<file path="src/rtl/dual_slope_ctrl.sv">
// Dual-slope ADC conversion sequencer: auto-zero, fixed-time integrate and
// reference de-integrate, with a BCD decade counter and a latched BCD result.
module dual_slope_ctrl #(
  parameter int DIGITS    = 3,
  parameter int AZ_CYCLES = 100
) (
  input  logic                  clk_i,
  input  logic                  rst_n_i,
  input  logic                  start_i,
  input  logic                  cmp_i,
  input  logic                  pol_i,
  output logic                  sw_az_o,
  output logic                  sw_vin_o,
  output logic                  sw_vref_p_o,
  output logic                  sw_vref_n_o,
  output logic                  busy_o,
  output logic                  valid_o,
  output logic [4*DIGITS-1:0]   result_o,
  output logic                  overrange_o,
  output logic                  neg_o
);

  localparam int CW = 4 * DIGITS;
  localparam int TW = (AZ_CYCLES > 1) ? $clog2(AZ_CYCLES) : 1;
  localparam logic [TW-1:0] AZ_LOAD = TW'(AZ_CYCLES - 1);

  function automatic logic [CW-1:0] all_nines();
    logic [CW-1:0] r;
    r = '0;
    for (int d = 0; d < DIGITS; d++) r[4*d +: 4] = 4'd9;
    return r;
  endfunction

  localparam logic [CW-1:0] ALL9 = all_nines();

  // Ripple-carry BCD increment; each decade wraps 9 -> 0 and carries upward.
  function automatic logic [CW-1:0] bcd_inc(input logic [CW-1:0] v);
    logic [CW-1:0] r;
    logic          carry;
    r     = v;
    carry = 1'b1;
    for (int d = 0; d < DIGITS; d++) begin
      if (carry) begin
        if (v[4*d +: 4] == 4'd9) begin
          r[4*d +: 4] = 4'd0;
        end else begin
          r[4*d +: 4] = v[4*d +: 4] + 4'd1;
          carry       = 1'b0;
        end
      end
    end
    return r;
  endfunction

  typedef enum logic [2:0] {
    S_IDLE,
    S_AUTOZERO,
    S_INTEGRATE,
    S_DEINT,
    S_DONE
  } state_t;

  state_t          state_q, state_d;
  logic [CW-1:0]   cnt_q, cnt_d;
  logic [TW-1:0]   tmr_q, tmr_d;
  logic [CW-1:0]   result_q, result_d;
  logic            ovr_q, ovr_d;
  logic            neg_q, neg_d;
  logic            cmp_meta_q, cmp_s_q;
  logic            pol_meta_q, pol_s_q;

  always_ff @(posedge clk_i or negedge rst_n_i) begin
    if (!rst_n_i) begin
      state_q    <= S_IDLE;
      cnt_q      <= '0;
      tmr_q      <= '0;
      result_q   <= '0;
      ovr_q      <= 1'b0;
      neg_q      <= 1'b0;
      cmp_meta_q <= 1'b0;
      cmp_s_q    <= 1'b0;
      pol_meta_q <= 1'b0;
      pol_s_q    <= 1'b0;
    end else begin
      state_q    <= state_d;
      cnt_q      <= cnt_d;
      tmr_q      <= tmr_d;
      result_q   <= result_d;
      ovr_q      <= ovr_d;
      neg_q      <= neg_d;
      cmp_meta_q <= cmp_i;
      cmp_s_q    <= cmp_meta_q;
      pol_meta_q <= pol_i;
      pol_s_q    <= pol_meta_q;
    end
  end

  // Outputs depend only on registered state (and the latched polarity).
  always_comb begin
    state_d     = state_q;
    cnt_d       = cnt_q;
    tmr_d       = tmr_q;
    result_d    = result_q;
    ovr_d       = ovr_q;
    neg_d       = neg_q;
    sw_az_o     = 1'b0;
    sw_vin_o    = 1'b0;
    sw_vref_p_o = 1'b0;
    sw_vref_n_o = 1'b0;
    busy_o      = 1'b1;
    valid_o     = 1'b0;

    case (state_q)
      S_IDLE: begin
        sw_az_o = 1'b1;
        busy_o  = 1'b0;
        if (start_i) begin
          state_d = S_AUTOZERO;
          tmr_d   = AZ_LOAD;
        end
      end
      S_AUTOZERO: begin
        sw_az_o = 1'b1;
        if (tmr_q == '0) begin
          state_d = S_INTEGRATE;
          cnt_d   = '0;
        end else begin
          tmr_d = tmr_q - TW'(1);
        end
      end
      S_INTEGRATE: begin
        sw_vin_o = 1'b1;
        if (cnt_q == ALL9) begin
          neg_d   = pol_s_q;
          cnt_d   = '0;
          state_d = S_DEINT;
        end else begin
          cnt_d = bcd_inc(cnt_q);
        end
      end
      S_DEINT: begin
        // Reference polarity is opposite to the input to ramp back to zero.
        sw_vref_n_o = ~neg_q;
        sw_vref_p_o = neg_q;
        if (!cmp_s_q) begin
          result_d = cnt_q;
          ovr_d    = 1'b0;
          state_d  = S_DONE;
        end else if (cnt_q == ALL9) begin
          result_d = ALL9;
          ovr_d    = 1'b1;
          state_d  = S_DONE;
        end else begin
          cnt_d = bcd_inc(cnt_q);
        end
      end
      S_DONE: begin
        valid_o = 1'b1;
        sw_az_o = 1'b1;
        state_d = S_IDLE;
      end
      default: begin
        state_d = S_IDLE;
      end
    endcase
  end

  assign result_o    = result_q;
  assign overrange_o = ovr_q;
  assign neg_o       = neg_q;

endmodule
</file>
<file path="config.mk">
export PLATFORM = sky130hd
export DESIGN_NAME = dual_slope_ctrl
export DESIGN_NICKNAME = d
export VERILOG_FILES = /design/src/rtl/dual_slope_ctrl.sv
export SDC_FILE = /design/constraint.sdc
export NUM_CORES = 1
export LEC_CHECK = 0
export BUFFER_PORTS_ARGS = -buffer_cell sky130_fd_sc_hd__buf_4
export CAP_MARGIN = 20
export CELL_PAD_IN_SITES_DETAIL_PLACEMENT = 2
export CELL_PAD_IN_SITES_GLOBAL_PLACEMENT = 2
export CORE_AREA = 2 2 79 81
export CTS_CLUSTER_SIZE = 24
export DETAILED_ROUTE_END_ITERATION = 16
export DIE_AREA = 0 0 81 83
export PLACE_DENSITY = 0.75
export REMOVE_ABC_BUFFERS = 1
export SLEW_MARGIN = 30
export SYNTH_ARGS = -nofsm -noshare
export SYNTH_HDL_FRONTEND = slang
export SYNTH_SLANG_ARGS = --single-unit
</file>
<file path="constraint.sdc">
create_clock -name clk_i -period 4.95 [get_ports clk_i]
set_input_delay 0.99 -clock clk_i [delete_from_list [all_inputs] [get_ports clk_i]]
set_output_delay 0.99 -clock clk_i [all_outputs]
set_load 0.005 [all_outputs]
</file>
### Word level (Yosys, flattened, before mapping)

Index checks and enable logic that the tools add are counted.

* equality and inequality tests: 20
* muxes and demuxes: 44
* add/subtract/negate cells: 4
* reduce and logical (&&, ||, !) cells: 12
* bitwise operators: 1

Operators with widths (number)
* 2-to-1 mux 12 bit: 6
* one-hot mux 12 bit (3 select lines): 1
* 2-to-1 mux 4 bit: 7
* 2-to-1 mux 1 bit: 21
* != test 2 bit, second input constant: 8
* 2-to-1 mux 3 bit: 5
* 2-to-1 mux 7 bit: 2
* one-hot mux 7 bit (2 select lines): 1
* adder 4 x 1 -> 4 bit, second input constant: 3
* equality test 12 bit, second input constant: 1
* equality test 4 bit, second input constant: 3
* one-hot mux 3 bit (4 select lines): 1
* AND reduction 6 bit: 2
* != test 3 bit, second input constant: 3
* AND reduction 4 bit: 2
* logical NOT 7 bit: 1
* subtractor 7 x 1 -> 7 bit, second input constant: 1
* equality test 3 x 2 -> 1 bit, second input constant: 2
* AND reduction 2 bit: 2
* equality test 3 x 1 -> 1 bit, second input constant: 1
* equality test 3 bit, second input constant: 1
* logical NOT 3 bit: 1
* AND reduction 3 bit: 1
* nonzero test 3 bit: 1
* other kinds (4): 4

* input bits: 5
* logic and storage cells: 93
* register bits: 40

### Depth between registers and ports, before layout

Gate-level depths: netlist of the first run.

* depth after elaboration: 13
* mapped depth: 8

### Worst setup path after synthesis of the first run

Ideal clock, no wire load.

* path kind: register -> output
* start point: register state_q[2]
* end point: output sw_vref_p_o
* slack: 2.792 ns
* stages on the path, launching flop included: 4
* required time: 3.960 ns
* arrival time: 1.168 ns
* cell sequence: dfrtp_1 -> clkbuf_1 -> nor2b_1 -> and3_1

* cells in the longest elaborated chain, start to end: 2

RTL lines
* from (decl): line 63 `state_t state_q, state_d;`
* from (signal assigned): line 85 `state_q <= state_d;`
* equality test 3 x 2 -> 1 bit: line 113 `case (state_q)`
* 2-to-1 mux 1 bit: line 113
* to (decl): line 14 `output logic sw_vref_p_o,`

Every way passes these cells.

### Final worst setup path of the first run

* start point: register state_q[1]
* end point: output sw_vref_p_o

The elaborated chain is that of the path after synthesis.

==> reports/metrics.csv, run 1 <==
metric,value,unit
Post-Syn Instances,188,
port bufs,24,
Worst Hold Launch,pol_meta_q$_DFF_PN0_,
die area,0.00672,sq mm
RSZ-0062 raised after global routing,no,
Pins Over Slew Limit,0,
kind of critical path,register to primary output,
Core Box Area,0.00582,sq mm
CP Data Required Time,3.96,ns
max-cap check violation count,0,
most frequent cell after synthesis,dfrtp_1,
hold_ws,0.356,ns
Ys Warns,0,
first-pass GRT wire length,9580,microns
M1 GR Usage,22.7,%
Fin Clk Skew,0.00373,ns
max frequency,0.345,GHz
Routed WL,5480,microns
CP endpoint kind,primary output,
Vias/cell,5.35,
vias in the first global route,1828,
initial antenna violation count,0,
NumNets Final,223,
Detailed Routing Iterations Pass 1,4,
Async SR Flop Fraction,100,%
GRT Total Usage,18.6,%
result of the run,"finished, final reports clean",
setup TNS,0,ns
Vias,1540,
Yosys top cell by area,dfrtp_1,
total grt overflow,0,
Post-Place Cells,280,
WHS Endpoint,pol_s_q$_DFF_PN0_,
final instance area,0.00237,sq mm
final setup fails,0,
post-synth cell types,50,
Root Driver,clkbuf_8,
worst endpoint data arrival time,1.90,ns
initial core utilization,34.7,%
final period utilization,58.5,%
critical-path maximum fanout,16,
I/O Pins,25,
largest cells by area after synthesis,"dfrtp_1 50%, ha_1 3.7%, nand2_1 3.0%",
hold path depth,0,
sequential share of the synthesized area,49.6,%
post_cts resized,0,
worst skew pair latency,0.30,ns
Netlist Area Pre-Place,0.00202,sq mm
CP startpoint kind,register,
FF-to-FF End,cnt_q[8]$_DFFE_PN0P_,
Slew HR,50.4,%
cells on worst reg2reg path,4,
Initial DRC Count,73,
most used routing layer,met2,
Antenna Cells,0,
Yosys reg bits,40,
# hold bufs at CTS,0,
Final Hold Fails,0,
grt met2 use,32.8,%
post-synth top area share,49.6,%
share of layout cells above drive strength 1,21.1,%
Post-synth EDFFs,0,
min cycle time layout,2.89,ns
Final Wtd Congestion,0.768,
met3 Use GR,3.15,%
residual DRC count,0,
Chip Width,81,microns
CTS tree,built,
r2r setup slk,2.73,ns
"Setup Fix Bufs, Post-CTS",0,
Fillers,637,
row count,28,
Final ANT Viol Nets,0,
Non-Filler Instances,288,
post-synthesis to final-layout area growth,17.4,%
# H-tree levels,2,
"CTS clk-pin slew, worst paths",0.08,ns
Num CTS Buffers,5,
DR WL/cell,19.0,microns
largest net degree at the start of global routing,41,
Synth top cells by count,"40 x dfrtp_1, 16 x nand2_1, 16 x nor2_1",
DP Area,0.00226,sq mm
hpwl dp,3920,microns
Worst VDD drop,0.000220,V
measured slew at the worst slew-check pin,0.733,ns
DIE HEIGHT,83,microns
worst r2r src,state_q[2]$_DFFE_PN0P_,
Pwr per Cell Area,484,mW/mm^2
worst min-delay path class,register to register,
"Top FF cell, synth",dfrtp_1,
Longest Clk Path Bufs,2,
number of clock sinks,40,
Syn Area/Cell,10.7,sq um
leakage,1.04,nW
-- placed cells by master (no fill, tap or decap), types with 2 or more instances in the layout --
cell type	instances
dfrtp_1	40
buf_4	24
nor2_1	16
nand2_1	16
a21oi_1	11
o21ai_1	9
inv_1	8
ha_1	6
a22o_1	5
o22a_1	5
nand3_1	5
clkbuf_8	5
xor2_1	4
nor3_1	4
nor3b_1	3
nor2b_1	3
o21ai_0	3
nand2b_1	2
nand3b_1	2
and3_1	2
and3b_1	2
a31oi_1	2
mux2_1	2
inv_2	2
nand3_2	2
a2111oi_4	2
a41oi_1	2
nor4b_1	2
-- metal layers --
metal	share of wire, %	up-vias
met3	2.5	8
li1	-	725
met4	1.5	0
met5	0	-
met1	43	786
met2	53	21
-- metrics by stage --
| step | util [%] | total power, mW | worst slack (ns) |
|---|---|---|---|
| global placement | 38.8 | 0.845 | 2.58 |
| global route | 40.7 | 1.24 | 1.96 |
| floorplan | - | 0.715 | 2.81 |
| finish | 40.7 | 1.15 | 2.06 |
| detailed placement | 38.8 | 0.885 | 2.41 |
| CTS | 40.7 | 1.16 | 2.06 |
-- report_power, final --
group | switching, mW | total (mW) | leakage [nW] | internal [mW]
registers | 0.103 | 0.501 | 0.522 | 0.398
clock network | 0.124 | 0.274 | 0.0541 | 0.149
logic | 0.207 | 0.371 | 0.461 | 0.164
-- state kept, by name (all words and copies together) (netlist names), 3 cells and up --
| name | flops |
|---|---|
| result_o | 12 |
| tmr_q | 7 |
| state_q | 3 |
| cnt_q | 12 |
-- worst max path at each step --
stage | from | slack (ns) | to
CTS | state_q[1]$_DFFE_PN0P_ | 2.06 | sw_vref_p_o
detailed placement | state_q[1]$_DFFE_PN0P_ | 2.41 | sw_vref_p_o
floorplan | state_q[1]$_DFFE_PN0P_ | 2.81 | sw_vref_p_o
global placement | state_q[1]$_DFFE_PN0P_ | 2.58 | sw_vref_p_o
finish | state_q[1]$_DFFE_PN0P_ | 2.06 | sw_vref_p_o
global route | state_q[1]$_DFFE_PN0P_ | 1.96 | sw_vref_p_o
-- worst max-delay path, stage by stage, from the launching register on --
cell     delay [ns]
dfrtp_1        0.71
nor2b_1        0.56
and3_1         0.24
buf_4          0.11
-- layout make-up --
class	instances	area [sq um]	area share, %
clock inverters	3	42.5	1.80
well taps	75	93.8	3.96
flip-flops and latches	40	1000	42.3
clock buffers	5	68.8	2.91
multi-input cells	131	943	39.9
repair buffers	24	180	7.61
inverters	10	37.5	1.59
-- cell families after synthesis --
kind of cell    synth area share (%)
mux                             2.36
xor+xnor                        2.17
fa+ha+maj                       3.72
compound gates                  16.2
simple gates                    22.3
flops                           49.6
buf+inv                         3.60
Power figures use the tool's default switching activity.
==> inputs of run 2 (changes only) <==
==> constraint.sdc (replaced) <==
create_clock -name clk_i -period 2.8 [get_ports clk_i]
set_input_delay 0.56 -clock clk_i [delete_from_list [all_inputs] [get_ports clk_i]]
set_output_delay 0.56 -clock clk_i [all_outputs]
set_load 0.005 [all_outputs]
==> reports/metrics.csv, run 2 (synthesis results as in run 1) <==
metric,value,unit,change
Routed WL,5510,microns,was 5480 microns
initial antenna violation count,0,,unchanged
Final Worst Setup Slack,0.465,ns,was 2.06 ns
worst r2r src,state_q[2]$_DFFE_PN0P_,,unchanged
switching share of power,38.9,%,was 37.9%
Chip Width,81,microns,unchanged
# H-tree levels,2,,unchanged
Antenna Cells,0,,unchanged
CP Data Required Time,2.24,ns,was 3.96 ns
Detailed Routing Iterations Pass 1,4,,unchanged
min cycle time layout,2.33,ns,
post-synthesis to final-layout area growth,16.1,%,was 17.4%
largest net degree at the start of global routing,41,,unchanged
Num CTS Buffers,5,,unchanged
worst min-delay path class,input port to asynchronous set/reset pin,,was register to register
NumNets Final,224,,was 223
Worst VDD drop,0.000369,V,was 0.000220 V
CP peak stage delay,0.77,ns,was 0.71 ns
fin util,40.3,%,was 40.7%
share of layout cells above drive strength 1,20.7,%,was 21.1%
measured slew at the worst slew-check pin,0.732,ns,was 0.733 ns
Pwr per Cell Area,817,mW/mm^2,was 484 mW/mm^2
r2r setup slk,0.55,ns,was 2.73 ns
worst skew pair latency,0.29,ns,was 0.30 ns
Clk pwr share,19.1,%,was 23.9%
setup TNS,0,ns,unchanged
Core Box Area,0.00582,sq mm,unchanged
final period utilization,83.4,%,
post_cts resized,0,,unchanged
Final Power,1.91,mW,was 1.15 mW
kind of critical path,register to primary output,,unchanged
Fin Clk Skew,0.00785,ns,was 0.00373 ns
CTS tree,built,,unchanged
Comb power frac,34.3,%,was 32.4%
"commonest non-fill, non-tap cells in the layout","40 x dfrtp_1, 25 x buf_4, 16 x nor2_1, 16 x nand2_1, 11 x a21oi_1",,"was 40 x dfrtp_1, 24 x buf_4, 16 x nor2_1, 16 x nand2_1, 11 x a21oi_1"
"CTS clk-pin slew, worst paths",0.08,ns,about the same
Vias/cell,5.36,,was 5.35
Initial DRC Count,62,,was 73
total grt overflow,0,,unchanged
worst endpoint data arrival time,1.77,ns,was 1.90 ns
number of clock sinks,40,,unchanged
Final ANT Viol Nets,0,,unchanged
max frequency,0.428,GHz,
sequential share of power,46.6,%,was 43.7%
Slew HR,50.5,%,was 50.4%
RSZ-0062 raised after global routing,no,,unchanged
first-pass GRT wire length,9470,microns,was 9580 microns
Final Wtd Congestion,0.796,,was 0.768
final setup fails,0,,unchanged
hpwl dp,4020,microns,was 3920 microns
Root Driver,clkbuf_8,,unchanged
cells on worst reg2reg path,4,,unchanged
CP endpoint kind,primary output,,unchanged
DP Area,0.00226,sq mm,about the same
CP Cell Sequence,nand2b_1 -> nor2_1 -> buf_4,,was nor2b_1 -> and3_1 -> buf_4
GRT Total Usage,18.2,%,was 18.6%
Pins Over Slew Limit,0,,unchanged
port bufs,24,,unchanged
residual DRC count,0,,unchanged
Vias,1543,,was 1540
DIE HEIGHT,83,microns,unchanged
CP max-delay cell,dfrtp_1,,unchanged
"Setup Fix Bufs, Post-CTS",0,,unchanged
"most common cell after layout, fill and taps aside",dfrtp_1,,unchanged
Setup WS pre-CTS,0.552,ns,was 2.41 ns
leakage,1.03,nW,was 1.04 nW
Pint,1.17,mW,was 711 uW
FF-to-FF End,cnt_q[4]$_DFFE_PN0P_,,was cnt_q[8]$_DFFE_PN0P_
row count,28,,unchanged
die area,0.00672,sq mm,unchanged
I/O Pins,25,,unchanged
Psw,745,uW,was 435 uW
CP startpoint kind,register,,unchanged
initial core utilization,34.7,%,unchanged
result of the run,"finished, final reports clean",,unchanged
# hold bufs at CTS,0,,unchanged
critical-path maximum fanout,14,,was 16
Longest Clk Path Bufs,2,,unchanged
Fillers,657,,was 637
max-cap check violation count,0,,unchanged
Final Hold Fails,0,,unchanged
DR WL/cell,19.1,microns,was 19.0 microns
vias in the first global route,1815,,was 1828
final instance area,0.00234,sq mm,was 0.00237 sq mm
run 2: cell types whose count changed in the layout (fill, tap and decap cells not counted):
| cell | change |
|---|---|
| buf_4 | +1 |
| bufinv_16 | -1 |
| clkbuf_1 | +1 |
| clkinvlp_4 | -1 |
run 2: worst max path at each step:
| stage | start | end | cells past startpoint |
|---|---|---|---|
| 2_1_floorplan | tmr_q[0]$_DFFE_PN0P_ | cnt_q[8]$_DFFE_PN0P_ | 6 |
| 3_3_place_gp | state_q[2]$_DFFE_PN0P_ | cnt_q[4]$_DFFE_PN0P_ | 4 |
| 3_5_place_dp | state_q[2]$_DFFE_PN0P_ | cnt_q[4]$_DFFE_PN0P_ | 4 |
| 5_1_grt | state_q[1]$_DFFE_PN0P_ | sw_vin_o | 3 |
| 6_report | state_q[2]$_DFFE_PN0P_ | sw_vin_o | 3 |
| 4_1_cts | state_q[1]$_DFFE_PN0P_ | sw_vin_o | 3 |
run 2: final cells by class:
class / instances / area (sq um) / area share (%)
Multi-Input combinational cell: 131 / 943 / 40.3
Clock buffer: 6 / 72.6 / 3.10
Sequential cell: 40 / 1000 / 42.8
Clock inverter: 1 / 5.00 / 0.214
Timing Repair Buffer: 25 / 188 / 8.02
Inverter: 10 / 37.5 / 1.60
Tap cell: 75 / 93.8 / 4.01
run 2: power by group through the flow:
stage	combinational (mW)	clock [mW]	sequential [mW]
floorplan	0.412	0	0.853
global placement	0.621	0	0.887
detailed placement	0.666	0	0.903
CTS	0.672	0.379	0.893
global route	0.733	0.408	0.917
finish	0.656	0.365	0.892
run 2: worst max-delay path: cells and delay by family (launching register included):
kind                   cells  cell delay, ns
buffers and inverters      1            0.16
DFF                        1            0.77
and+or+nand+nor            2            0.56
run 2: metrics by stage:
| stage | hold WS, ns | std cells |
|---|---|---|
| 2_1_floorplan | 0.264 | 181 |
| 3_3_place_gp | 0.338 | 281 |
| 3_5_place_dp | 0.342 | 281 |
| 4_1_cts | 0.260 | 288 |
| 5_1_grt | 0.264 | 288 |
| 6_report | 0.242 | 288 |
run 2: metal layers:
layer | track usage [%] | routed length (microns)
met3 | 3.48 | 115
met5 | 0 | 0
met4 | 4.62 | 91
met1 | 22.6 | 2370
met2 | 31.8 | 2940
==> inputs of run 3 (changes only) <==
--- a/config.mk
+++ b/config.mk
@@ -9,11 +9,11 @@
 export CAP_MARGIN = 20
 export CELL_PAD_IN_SITES_DETAIL_PLACEMENT = 2
 export CELL_PAD_IN_SITES_GLOBAL_PLACEMENT = 2
-export CORE_AREA = 2 2 79 81
+export CORE_AREA = 2 2 82 84
 export CTS_CLUSTER_SIZE = 24
 export DETAILED_ROUTE_END_ITERATION = 16
-export DIE_AREA = 0 0 81 83
-export PLACE_DENSITY = 0.75
+export DIE_AREA = 0 0 84 86
+export PLACE_DENSITY = 0.74
 export REMOVE_ABC_BUFFERS = 1
 export SLEW_MARGIN = 30
 export SYNTH_ARGS = -nofsm -noshare
==> constraint.sdc (replaced) <==
create_clock -name clk_i -period 1.9 [get_ports clk_i]
set_input_delay 0.38 -clock clk_i [delete_from_list [all_inputs] [get_ports clk_i]]
set_output_delay 0.38 -clock clk_i [all_outputs]
set_load 0.005 [all_outputs]
==> reports/metrics.csv, run 3 (synthesis results as in run 1) <==
metric,value,unit,change
CP Cell Sequence,inv_2 -> ha_4 -> nor4b_4 -> buf_6 -> a31oi_4 -> or4_4 -> o21ai_2 -> o21ai_1,,was nand2b_1 -> nor2_1 -> buf_4
Num CTS Buffers,5,,unchanged
Final Hold Fails,0,,unchanged
DR WL/cell,24.1,microns,was 19.1 microns
RSZ-0062 raised after global routing,yes,,was no
cells on worst reg2reg path,8,,was 4
r2r setup slk,-0.21,ns,was 0.55 ns
die area,0.00722,sq mm,was 0.00672 sq mm
number of clock sinks,40,,unchanged
Slew HR,60.2,%,was 50.5%
Core Box Area,0.00628,sq mm,was 0.00582 sq mm
vias in the first global route,2104,,was 1815
worst min-delay path class,input port to asynchronous set/reset pin,,unchanged
FF-to-FF End,cnt_q[1]$_DFFE_PN0P_,,was cnt_q[4]$_DFFE_PN0P_
# hold bufs at CTS,0,,unchanged
Top Family by Delay on Critical Path,simple AND/OR/NAND/NOR gates,,was flip-flops
worst endpoint data arrival time,2.30,ns,was 1.77 ns
share of layout cells above drive strength 1,51.8,%,was 20.7%
DP Area,0.00254,sq mm,was 0.00226 sq mm
# H-tree levels,2,,unchanged
final setup fails,21,,was 0
Final Wtd Congestion,0.777,,was 0.796
Non-Filler Instances,349,,was 288
Root Driver,clkbuf_8,,unchanged
failing checks,negative setup slack,,
measured slew at the worst slew-check pin,0.592,ns,was 0.732 ns
critical-path maximum fanout,5,,was 14
hpwl dp,4510,microns,was 4020 microns
initial antenna violation count,0,,unchanged
Setup WS pre-CTS,-0.148,ns,was 0.552 ns
max-cap check violation count,0,,unchanged
Routed WL,8400,microns,was 5510 microns
first-pass GRT wire length,11400,microns,was 9470 microns
CTS tree,built,,unchanged
kind of critical path,register to register,,was register to primary output
Initial DRC Count,54,,was 62
Critical path buffers and inverters,2,,was 1
residual DRC count,0,,unchanged
Detailed Routing Iterations Pass 1,4,,unchanged
worst r2r src,tmr_q[0]$_DFFE_PN0P_,,was state_q[2]$_DFFE_PN0P_
worst skew pair latency,0.31,ns,was 0.29 ns
final instance area,0.00308,sq mm,was 0.00234 sq mm
"commonest non-fill, non-tap cells in the layout","75 x buf_4, 38 x dfrtp_1, 12 x nor2_1, 12 x nand2_1",,"was 40 x dfrtp_1, 25 x buf_4, 16 x nor2_1, 16 x nand2_1, 11 x a21oi_1"
CP max-delay cell,or4_4,,was dfrtp_1
post-synthesis to final-layout area growth,52.5,%,was 16.1%
Worst VDD drop,0.000817,V,was 0.000369 V
Pins Over Slew Limit,0,,unchanged
largest net degree at the start of global routing,41,,unchanged
result of the run,finished with violations,,"was finished, final reports clean"
Vias,1900,,was 1543
final period utilization,111,%,
"most common cell after layout, fill and taps aside",buf_4,,was dfrtp_1
Final ANT Viol Nets,0,,unchanged
Antenna Cells,0,,unchanged
"CTS clk-pin slew, worst paths",0.08,ns,about the same
leakage,1.38,nW,was 1.03 nW
max frequency,0.475,GHz,
row count,29,,was 28
Chip Width,84,microns,was 81 microns
Post-Place Cells,320,,was 281
Pwr per Cell Area,1360,mW/mm^2,was 817 mW/mm^2
total grt overflow,0,,unchanged
Final Worst Setup Slack,-0.207,ns,was 0.465 ns
Fin Clk Skew,0.00749,ns,was 0.00785 ns
port bufs,24,,unchanged
CP endpoint kind,register,,was primary output
GRT Total Usage,20.3,%,was 18.2%
NumNets Final,282,,was 224
Longest Clk Path Bufs,2,,unchanged
Vias/cell,5.44,,was 5.36
DIE HEIGHT,86,microns,was 83 microns
Final Power,4.18,mW,was 1.91 mW
CP Data Required Time,2.09,ns,was 2.24 ns
CP peak stage delay,0.60,ns,was 0.77 ns
initial core utilization,32.1,%,was 34.7%
I/O Pins,25,,unchanged
min cycle time layout,2.11,ns,
CP startpoint kind,register,,unchanged
run 3: changes by cell type in the layout (fill, tap and decap cells not counted), moves of 4 or more:
| cell | previous run | this run |
|---|---|---|
| a21oi_1 | 11 | 6 |
| nand2_1 | 16 | 12 |
| nor2_1 | 16 | 12 |
| a21oi_2 | 0 | 5 |
| buf_4 | 25 | 75 |
| buf_6 | 0 | 7 |
run 3: cell type report:
cell class | instances | area [sq um]
Inverter | 10 | 37.5
Fill cell | 635 | 3200
Multi-Input combinational cell | 131 | 1150
Sequential cell | 40 | 1000
Clock buffer | 7 | 96.3
Clock inverter | 1 | 30.0
Timing Repair Buffer | 83 | 662
Tap cell | 77 | 96.3
run 3: how the worst max path moves through the flow:
stage | from | end | depth (start not counted)
after floorplan | tmr_q[0]$_DFFE_PN0P_ | cnt_q[8]$_DFFE_PN0P_ | 6
after global placement | cnt_q[4]$_DFFE_PN0P_ | cnt_q[4]$_DFFE_PN0P_ | 5
after detailed placement | tmr_q[1]$_DFFE_PN0P_ | cnt_q[1]$_DFFE_PN0P_ | 7
after CTS | tmr_q[1]$_DFFE_PN0P_ | cnt_q[4]$_DFFE_PN0P_ | 8
after global routing | tmr_q[0]$_DFFE_PN0P_ | cnt_q[1]$_DFFE_PN0P_ | 8
final | tmr_q[0]$_DFFE_PN0P_ | cnt_q[1]$_DFFE_PN0P_ | 8
run 3: routing by layer:
metal  part of all wire (%)  global-route usage [%]  wire length (microns)  vias to the layer above
met1                     43                    25.0                   3620                     1012
met2                     52                    36.0                   4360                       39
met4                    1.6                    7.18                    134                        0
li1                       -                       -                      -                      839
met5                      0                       0                      0                        -
met3                    3.4                    3.56                    286                       10
run 3: repair_timing:
action	CTS	global route
gates resized for setup	17	39
hold endpoints to repair	0	0
endpoints found under the setup margin	20	32
setup buffers	8	14
pin swaps	9	15
run 3: power by group:
part	internal (mW)	total (mW)	switching [mW]	leakage [nW]
Sequential	1.04	1.22	0.181	0.519
Clock	0.464	0.788	0.325	0.0645
Combinational	1.02	2.17	1.15	0.792
Total	2.53	4.18	1.65	1.38
run 3: stage by stage:
step           util [%]  setup TNS (ns)  hold WS, ns
5_1_grt            49.0           -3.67       0.0747
4_1_cts            44.6          -0.360       0.0710
2_1_floorplan         -         -0.0793       0.0844
6_report           49.0           -1.99       0.0494
3_3_place_gp       40.5          -0.229        0.332
3_5_place_dp       40.5           -1.03        0.336
